## src/rtl/rainbow_frame_gen.sv

```systemverilog
// Colour-wheel frame builder: one LED per cycle into a shadow buffer, committed atomically.
// Latency: step sampled at edge k -> packed_rgb_data/frame_done update at edge k+NUM_LEDS+1.
module rainbow_frame_gen #(
    parameter int NUM_LEDS    = 8,
    parameter int HUE_STEP    = 1,
    parameter int LED_SPACING = 32
) (
    input  logic                    clk,
    input  logic                    reset,
    input  logic                    step,
    input  logic [7:0]              brightness,
    output logic [24*NUM_LEDS-1:0]  packed_rgb_data,
    output logic                    busy,
    output logic                    frame_done
);

    localparam int IDX_W = (NUM_LEDS > 1) ? $clog2(NUM_LEDS) : 1;
    localparam logic [7:0]       HUE_INC  = 8'(HUE_STEP);
    localparam logic [7:0]       HUE_SPC  = 8'(LED_SPACING);
    localparam logic [IDX_W-1:0] IDX_LAST = IDX_W'(NUM_LEDS - 1);

    typedef enum logic [1:0] {IDLE, CALC, COMMIT} state_t;

    state_t           state_q, state_d;
    logic             start;
    logic [IDX_W-1:0] idx_q;
    logic [7:0]       base_hue_q;
    logic [7:0]       led_hue_q;
    logic [7:0]       bright_q;
    logic [23:0]      shadow [NUM_LEDS];

    // Three-segment colour wheel, returned as {G,R,B}.
    function automatic logic [23:0] wheel_grb(input logic [7:0] h);
        logic [7:0] w;
        logic [7:0] up;
        w  = 8'h00;
        up = 8'h00;
        if (h < 8'd85) begin
            up = (h << 1) + h;
            return {8'h00, 8'hFF - up, up};
        end else if (h < 8'd170) begin
            w  = h - 8'd85;
            up = (w << 1) + w;
            return {up, 8'h00, 8'hFF - up};
        end else begin
            w  = h - 8'd170;
            up = (w << 1) + w;
            return {8'hFF - up, up, 8'h00};
        end
    endfunction

    // (c * (b+1)) >> 8 so that b = 255 is an exact pass-through.
    function automatic logic [7:0] scale(input logic [7:0] c, input logic [7:0] b);
        logic [16:0] p;
        p = {9'd0, c} * ({9'd0, b} + 17'd1);
        return p[15:8];
    endfunction

    function automatic logic [23:0] pixel(input logic [7:0] h, input logic [7:0] b);
        logic [23:0] grb;
        grb = wheel_grb(h);
        return {scale(grb[23:16], b), scale(grb[15:8], b), scale(grb[7:0], b)};
    endfunction

    always_comb begin
        state_d = state_q;
        start   = 1'b0;
        case (state_q)
            IDLE: begin
                if (step) begin
                    state_d = CALC;
                    start   = 1'b1;
                end
            end
            CALC:    if (idx_q == IDX_LAST) state_d = COMMIT;
            COMMIT:  state_d = IDLE;
            default: state_d = IDLE;
        endcase
    end

    assign busy = (state_q != IDLE);

    always_ff @(posedge clk) begin
        if (reset) begin
            state_q         <= IDLE;
            idx_q           <= '0;
            base_hue_q      <= 8'h00;
            frame_done      <= 1'b0;
            packed_rgb_data <= '0;
        end else begin
            state_q    <= state_d;
            frame_done <= (state_q == COMMIT);
            if (start)
                idx_q <= '0;
            else if (state_q == CALC)
                idx_q <= idx_q + 1'b1;
            if (state_q == COMMIT) begin
                base_hue_q <= base_hue_q + HUE_INC;
                for (int i = 0; i < NUM_LEDS; i++)
                    packed_rgb_data[24*i +: 24] <= shadow[i];
            end
        end
    end

    // Datapath: brightness and hue are captured at acceptance, so late input changes cannot leak in.
    always_ff @(posedge clk) begin
        if (start) begin
            bright_q  <= brightness;
            led_hue_q <= base_hue_q;
        end else if (state_q == CALC) begin
            shadow[idx_q] <= pixel(led_hue_q, bright_q);
            led_hue_q     <= led_hue_q + HUE_SPC;
        end
    end

endmodule

```

## config.mk

```make
export PLATFORM = sky130hd
export DESIGN_NAME = rainbow_frame_gen
export DESIGN_NICKNAME = d
export VERILOG_FILES = /design/src/rtl/rainbow_frame_gen.sv
export SDC_FILE = /design/constraint.sdc
export NUM_CORES = 1
export LEC_CHECK = 0
export CAP_MARGIN = 20
export CORE_MARGIN = 1
export CORE_UTILIZATION = 52
export DETAILED_ROUTE_END_ITERATION = 8
export PLACE_DENSITY = 0.85
export SLEW_MARGIN = 20
export SYNTH_ARGS = -nofsm -noshare
export SYNTH_HDL_FRONTEND = slang
export SYNTH_SLANG_ARGS = --single-unit
```

## constraint.sdc

```tcl
create_clock -name clk -period 7 [get_ports clk]
set_input_delay 1.75 -clock clk [delete_from_list [all_inputs] [get_ports clk]]
set_output_delay 1.75 -clock clk [all_outputs]
set_load 0.02 [all_outputs]
```

== After elaboration in Yosys (flattened, before gate mapping) ==
Memories as Yosys holds them, arrays and structs flattened. A register that Yosys moved wholly into a read port is not among the register bits.
Index checks and enable logic that the tools add are counted.
Storage, ports and cells
  flip-flop bits (word level): 30
  RAM bits: 192
  bits of input ports: 11
  output and inout bits: 194
  word-level logic and storage cells: 48
  memories: 1
Memory list
  shadow: depth 8, bits a word 24, read ports 8, clocked after Yosys merged registers in 8, wr ports 1, RTL line 30  | logic [23:0] shadow [NUM_LEDS];
Operators by class
  $add $sub $neg: 12
  multiply operators: 3
  order comparisons: 2
  equal/unequal tests: 5
  mux-type cells: 14
  reductions and logical operators: 5
Operators with widths (number)
  $mux 24: 4
  $mul 8x17->16: 2
  $add 8x8->8: 3
  $sub 8x8->8 const A: 3
  $mul 8x9->16: 1
  $mux 8: 2
  $add 8x1->9 const B: 1
  $add 8x1->8 const B: 1
  $add 8x6->8 const B: 1
  $lt 8x7->1 const B: 1
  $lt 8x8->1 const B: 1
  $sub 8x7->8 const B: 1
  $sub 8x8->8 const B: 1
  $mux 1: 5
  $mux 2: 2
  $ne 2x2->1 const B: 2
  $pmux 2 s2: 1
  $reduce_bool 2->1: 2
  $add 3x1->3 const B: 1
  $eq 3x3->1 const B: 1
  $eq 2x1->1 const B: 1
  $eq 2x2->1 const B: 1
  $logic_not 2->1: 1
  $reduce_and 2->1: 1
  $reduce_or 2->1: 1

== Depth between registers and ports, before layout ==
  depth after elaboration: 8
  depth in mapped cells: 32
  depth with buffers taken out: 31

== Worst setup path before layout ==
Ideal clock, no wire load.
  kind: register -> register
  start point: register led_hue_q[0]
  end point: memory shadow[0][23] (data pin)
  setup time: 0.231 ns
  data arrival time: 7.152 ns
  data required time: 6.769 ns
  path slack: -0.383 ns
  cell stages (with the launch flop): 30
  path buffers: 2
  period minus slack after synthesis: 7.383 ns
  cells stage by stage: edfxtp_1 buf_1 inv_1 ha_1 xnor2_1 ha_1 a21o_1 a21o_1 a2111oi_0 a211oi_2 xor2_1 o21ai_1 a21o_1 buf_4 or2_1 fa_1 fa_1 inv_1 fa_1 inv_1 fa_1 inv_1 ha_1 a2111o_1 o221a_2 o21a_2 o41ai_4 o2111ai_1 a21oi_1 xnor2_1
Between the ends
  word-level cells in the longest chain between the ends: 8
  elaborated cells on any way between the ends: 12
  classes of those cells: 5 x add/sub; 1 x mul; 2 x order compare; 4 x mux
RTL lines
  from (decl): RTL line 28  | logic [7:0] led_hue_q;
  from (signal assigned): RTL line 109  | led_hue_q <= base_hue_q;
  from (signal assigned): RTL line 112  | led_hue_q <= led_hue_q + HUE_SPC;
  $sub 8x8->8: RTL line 46  | w = h - 8'd170;
  $add 8x8->8: RTL line 47  | up = (w << 1) + w;
  $sub 8x8->8: RTL line 48  | return {8'hFF - up, up, 8'h00};
  $mux 24: RTL line 41  | end else if (h < 8'd170) begin
  $mux 24 *: RTL line 38  | if (h < 8'd85) begin
  $mux 24 *: RTL line 110  | end else if (state_q == CALC) begin
  $mux 24 *: RTL line 107  | if (start) begin
  $mul 8x17->16 *: RTL line 55  | p = {9'd0, c} * ({9'd0, b} + 17'd1);
  to (decl): RTL line 30
Mark *: on every way between the ends. The rest lies on a longest branch, timed or not. The select of a mux whose other input is x is not followed.

== Worst setup path in the final report ==
  start point: register led_hue_q[3]
  end point: memory shadow[7][23] (data pin)
The elaborated chain is that of the path after synthesis.

==> results by stage <==
Status:
- The flow ran to the end, but the final reports show violations.
- The final reports fail on negative setup slack.

Placement:
- The congestion estimate from routability-driven global placement came to 0.9635.
- The half-perimeter wire length after placement is 42.49 mm.
- The number of input and output port buffers inserted is around 200.

Worst setup path:
- The setup path with the least slack is of type register to register.
- The biggest cell delay along the critical path is slightly below 0.5 ns.
- The arrival time at the worst endpoint is 7.35 ns.
- Of all nets on the critical path, the largest fanout is 8.
- Among all stages on the critical path, the largest delay is contributed by fa_1.
- The data required time at the worst endpoint is 7.30 ns.
- The worst setup path is launched from a register.
- The worst setup path is captured at a register.

Flow run:
- The number of max-cap violations is 0.

Clock network:
- Clock tree synthesis selected as its root buffer the cell clkbuf_16.
- TritonCTS created 40 clock buffers.
- The hold buffer count at CTS is 0.
- The clock tree from TritonCTS is built.
- Clock-pin slew was measured on the worst setup and hold paths at roughly 0.060 ns.
- The H-tree generated during clock tree synthesis spans 2 levels.
- The longest clock path from root to sink contains 3 buffers.
- The clock drives 414 sinks.
- At the later pin of the worst-skew pair, clock insertion delay measures 0.58 ns.

Synth:
- The Yosys step of the flow raised 0 warnings.
- The most frequently used flop master after synthesis is edfxtp_1.
- The async set-reset flop share out of synthesis is 0.
- In the post-synthesis netlist, the biggest area contributors are edfxtp_1 (29%), dfxtp_1 (19%), fa_1 (11%).
- The number of enable-type register cells in the synthesized netlist is roughly 210.
- The synthesized design spends more area on one cell type than any other, namely edfxtp_1.
- Yosys mapped the design onto 73 distinct sky130hd cell types.
- The sequential element share of the synthesized area is 0.4882.
- After synthesis the netlist holds a flip-flop and latch count of 414.
- The synthesized netlist net count is 2367.
- The mean cell area of the mapped netlist is just over 10 um2.
- The portion of synthesized cell area occupied by the leading cell type is 0.2940.
- Synthesis produced 2105 cells.
- The synthesized netlist occupies a cell area of 21240 um2.

Global routing:
- The number of antenna violations at the first check in global routing is 0.
- The sum of overflow across all layers after global routing is 0.
- The via count of the first global-routing pass came to 17300.
- The wire length of the first global-routing pass is ~94 mm.
- In the global route stage, overall resource usage came out at 0.2959.
- Entering global routing, the biggest net connects 141 pins.

Route:
- For this run, the detailed router's first-pass iteration total came to 6.
- The count of vias placed by the detailed router is around 17000.
- The final layout contains routed wiring with a total length of 64.74 mm.
- Using the TritonRoute via totals, the vias-per-cell ratio works out to 5.663.
- The remaining number of nets flagged by the antenna check after routing is 0.
- In the final routed layout, each cell accounts on average for 21.27 um.
- After detailed routing, the number of remaining DRC violations is 0.
- In this run, the number of DRC markers left after iteration 0 of detailed routing was ~1800.

Timing:
- The smallest clock period supported by the final layout is computed as 7.051 ns.
- For the final routed database, the setup TNS stands at -0.6687 ns.
- For the pin with the worst max-slew slack, the measured transition is 1.104 ns.
- The number of max-slew violations in the final report is 0.
- Hold is met by 0.4545 ns.
- In the finished design, the share of the clock period the worst path needs comes to 1.007.
- The highest clock rate is 0.1418 GHz.
- The number of hold-slack violations in the final timing report came to 0.
- Setup violations remaining at the end of the flow were counted as 16.
- The final setup skew is 0.02031 ns.
- The worst pin sits at a relative slew slack of 0.2642.
- The setup slack of the critical path after layout is -0.05103 ns.
- Setup repair after global routing could not meet its margin everywhere.

Pwr:
- The worst IR drop on VDD is ~0.00077 V.
- The power per cell area is approximately 570 nW/um2.
- Summed over all cells, the static leakage comes to 10.87 nW.

Floorplanning:
- From bottom edge to top edge, the die measures 204.1 um.
- The die covers approximately 42000 um2.
- The total number of placement rows is 73.
- The area of the placeable core is ~40000 um2.
- During I/O placement, the number of pins put on the boundary was 205.
- The width of the die is between 200 and 250 um.
- The effective utilization at floorplan is 0.5310.

Min path:
- In this run the worst hold path is classified as register to register.

Final layout:
- In the final layout, the multi-input gates occupy roughly 10000 um2.
- In the final layout, the share of cells above drive strength 1 is 0.1651.
- In the layout the commonest cells are nand2_1 (475), a21oi_1 (210), edfxtp_1 (208).
- Leaving out fill and tap cells, the most frequent cell in the layout is nand2_1.
- Fill cells in the final layout number between 2000 and 3000.
- In the final design database the tool counted 2750 nets.
- In the final layout, flip-flops and latches occupy 10370 um2.
- The area overhead of the layout relative to synthesis is 29.12%.
- The antenna cell count is 0.
- For this run, the share of the core covered by cells in the final layout is 0.6856.
==> cells by family after synthesis <==
kind of cell / synth area share
compound gates: 0.08700
xor+xnor: 0.03422
fa+ha+maj: 0.1910
buf+inv: 0.05224
flops: 0.4882
mux: 0.0009424
simple gates: 0.1465
==> stage by stage <==
step,total power [W],instances,setup WS (ns),area [um2]
6_report,0.01553,3044,-0.05103,27430
5_1_grt,0.01607,3044,-0.2739,27430
4_1_cts,0.01441,3024,0.001326,26880
3_5_place_dp,0.01158,2927,-0.5245,25110
3_3_place_gp,0.01131,2927,-0.3921,25110
2_1_floorplan,0.007854,2105,0.02880,21310
==> critical path: cells and delay by family (launching register included) <==
kind	cells	cell delay (ns)
simple gates	8	1.56
xor+xnor	1	0.14
flops	1	0.35
fa+ha+maj	7	2.45
compound gates	8	1.54
buf+inv	8	0.74
==> final cells by class <==
class | instances | share of cell area
clock buffers | 59 | 0.04247
clock inverters | 14 | 0.005611
inverters | 200 | 0.02737
multi-input cells | 1401 | 0.3810
flip-flops and latches | 414 | 0.3781
well taps | 525 | 0.02395
repair buffers | 431 | 0.1415
==> power by group <==
part	internal, W	switching [W]
combinational	0.00358	0.00575
clock	0.00121	0.000978
sequential	0.00396	0.0000521
==> synth_stat cells (3+ instances only) <==
cell type and n:
xnor2_1 51, and2_1 11, nand2_1 479, edfxtp_1 208, and3_1 9, or3_1 5, buf_1 6, or2_2 10
a21o_1 11, a21oi_1 221, nand4_1 3, o21ai_0 17, dfxtp_1 206, nor2_1 164, a31oi_1 4, ha_1 129
nand3b_1 3, o21bai_1 4, o21a_1 7, nand3_1 16, inv_1 197, nand2b_1 13, clkbuf_1 79, nor2b_1 5
fa_1 122, a21oi_2 6, o2111ai_1 3, xor2_1 25, nor3b_1 3, nor3_1 30
==> sequential cells by signal, indices dropped and copies added (netlist names) <==
| signal | flops |
|---|---|
| shadow | 192 |
| base_hue_q | 8 |
| bright_q | 8 |
| led_hue_q | 8 |
| state_q | 2 |
| idx_q | 3 |
| packed_rgb_data | 192 |
| frame_done | 1 |
==> timing repair <==
item,4_1_cts,5_1_grt
endpoints found under the hold margin,0,0
pin swaps,27,66
setup endpoints to repair,115,159
resized for setup,48,79
buffers inserted,24,22
==> worst paths after layout <==
| path | end | startpoint | slack (ns) | cells after the start |
|---|---|---|---|---|
| worst max-delay path | shadow[7][23] | led_hue_q[3] | -0.05 | 32 |
| worst max register to register | shadow[7][23] | led_hue_q[3] | -0.05 | 32 |
| worst min-delay path | packed_rgb_data[176] | packed_rgb_data[176] | 0.45 | 2 |
| worst min register to register | packed_rgb_data[176] | packed_rgb_data[176] | 0.45 | 2 |
==> metal layers <==
metal	global-route usage	up-vias	routed length, um
li1	-	7629	-
met1	0.3619	8359	23620
met2	0.5028	1040	31700
met3	0.04719	210	5611
met4	0.1567	0	3813
met5	0	-	0
Power figures use the tool's default switching activity.
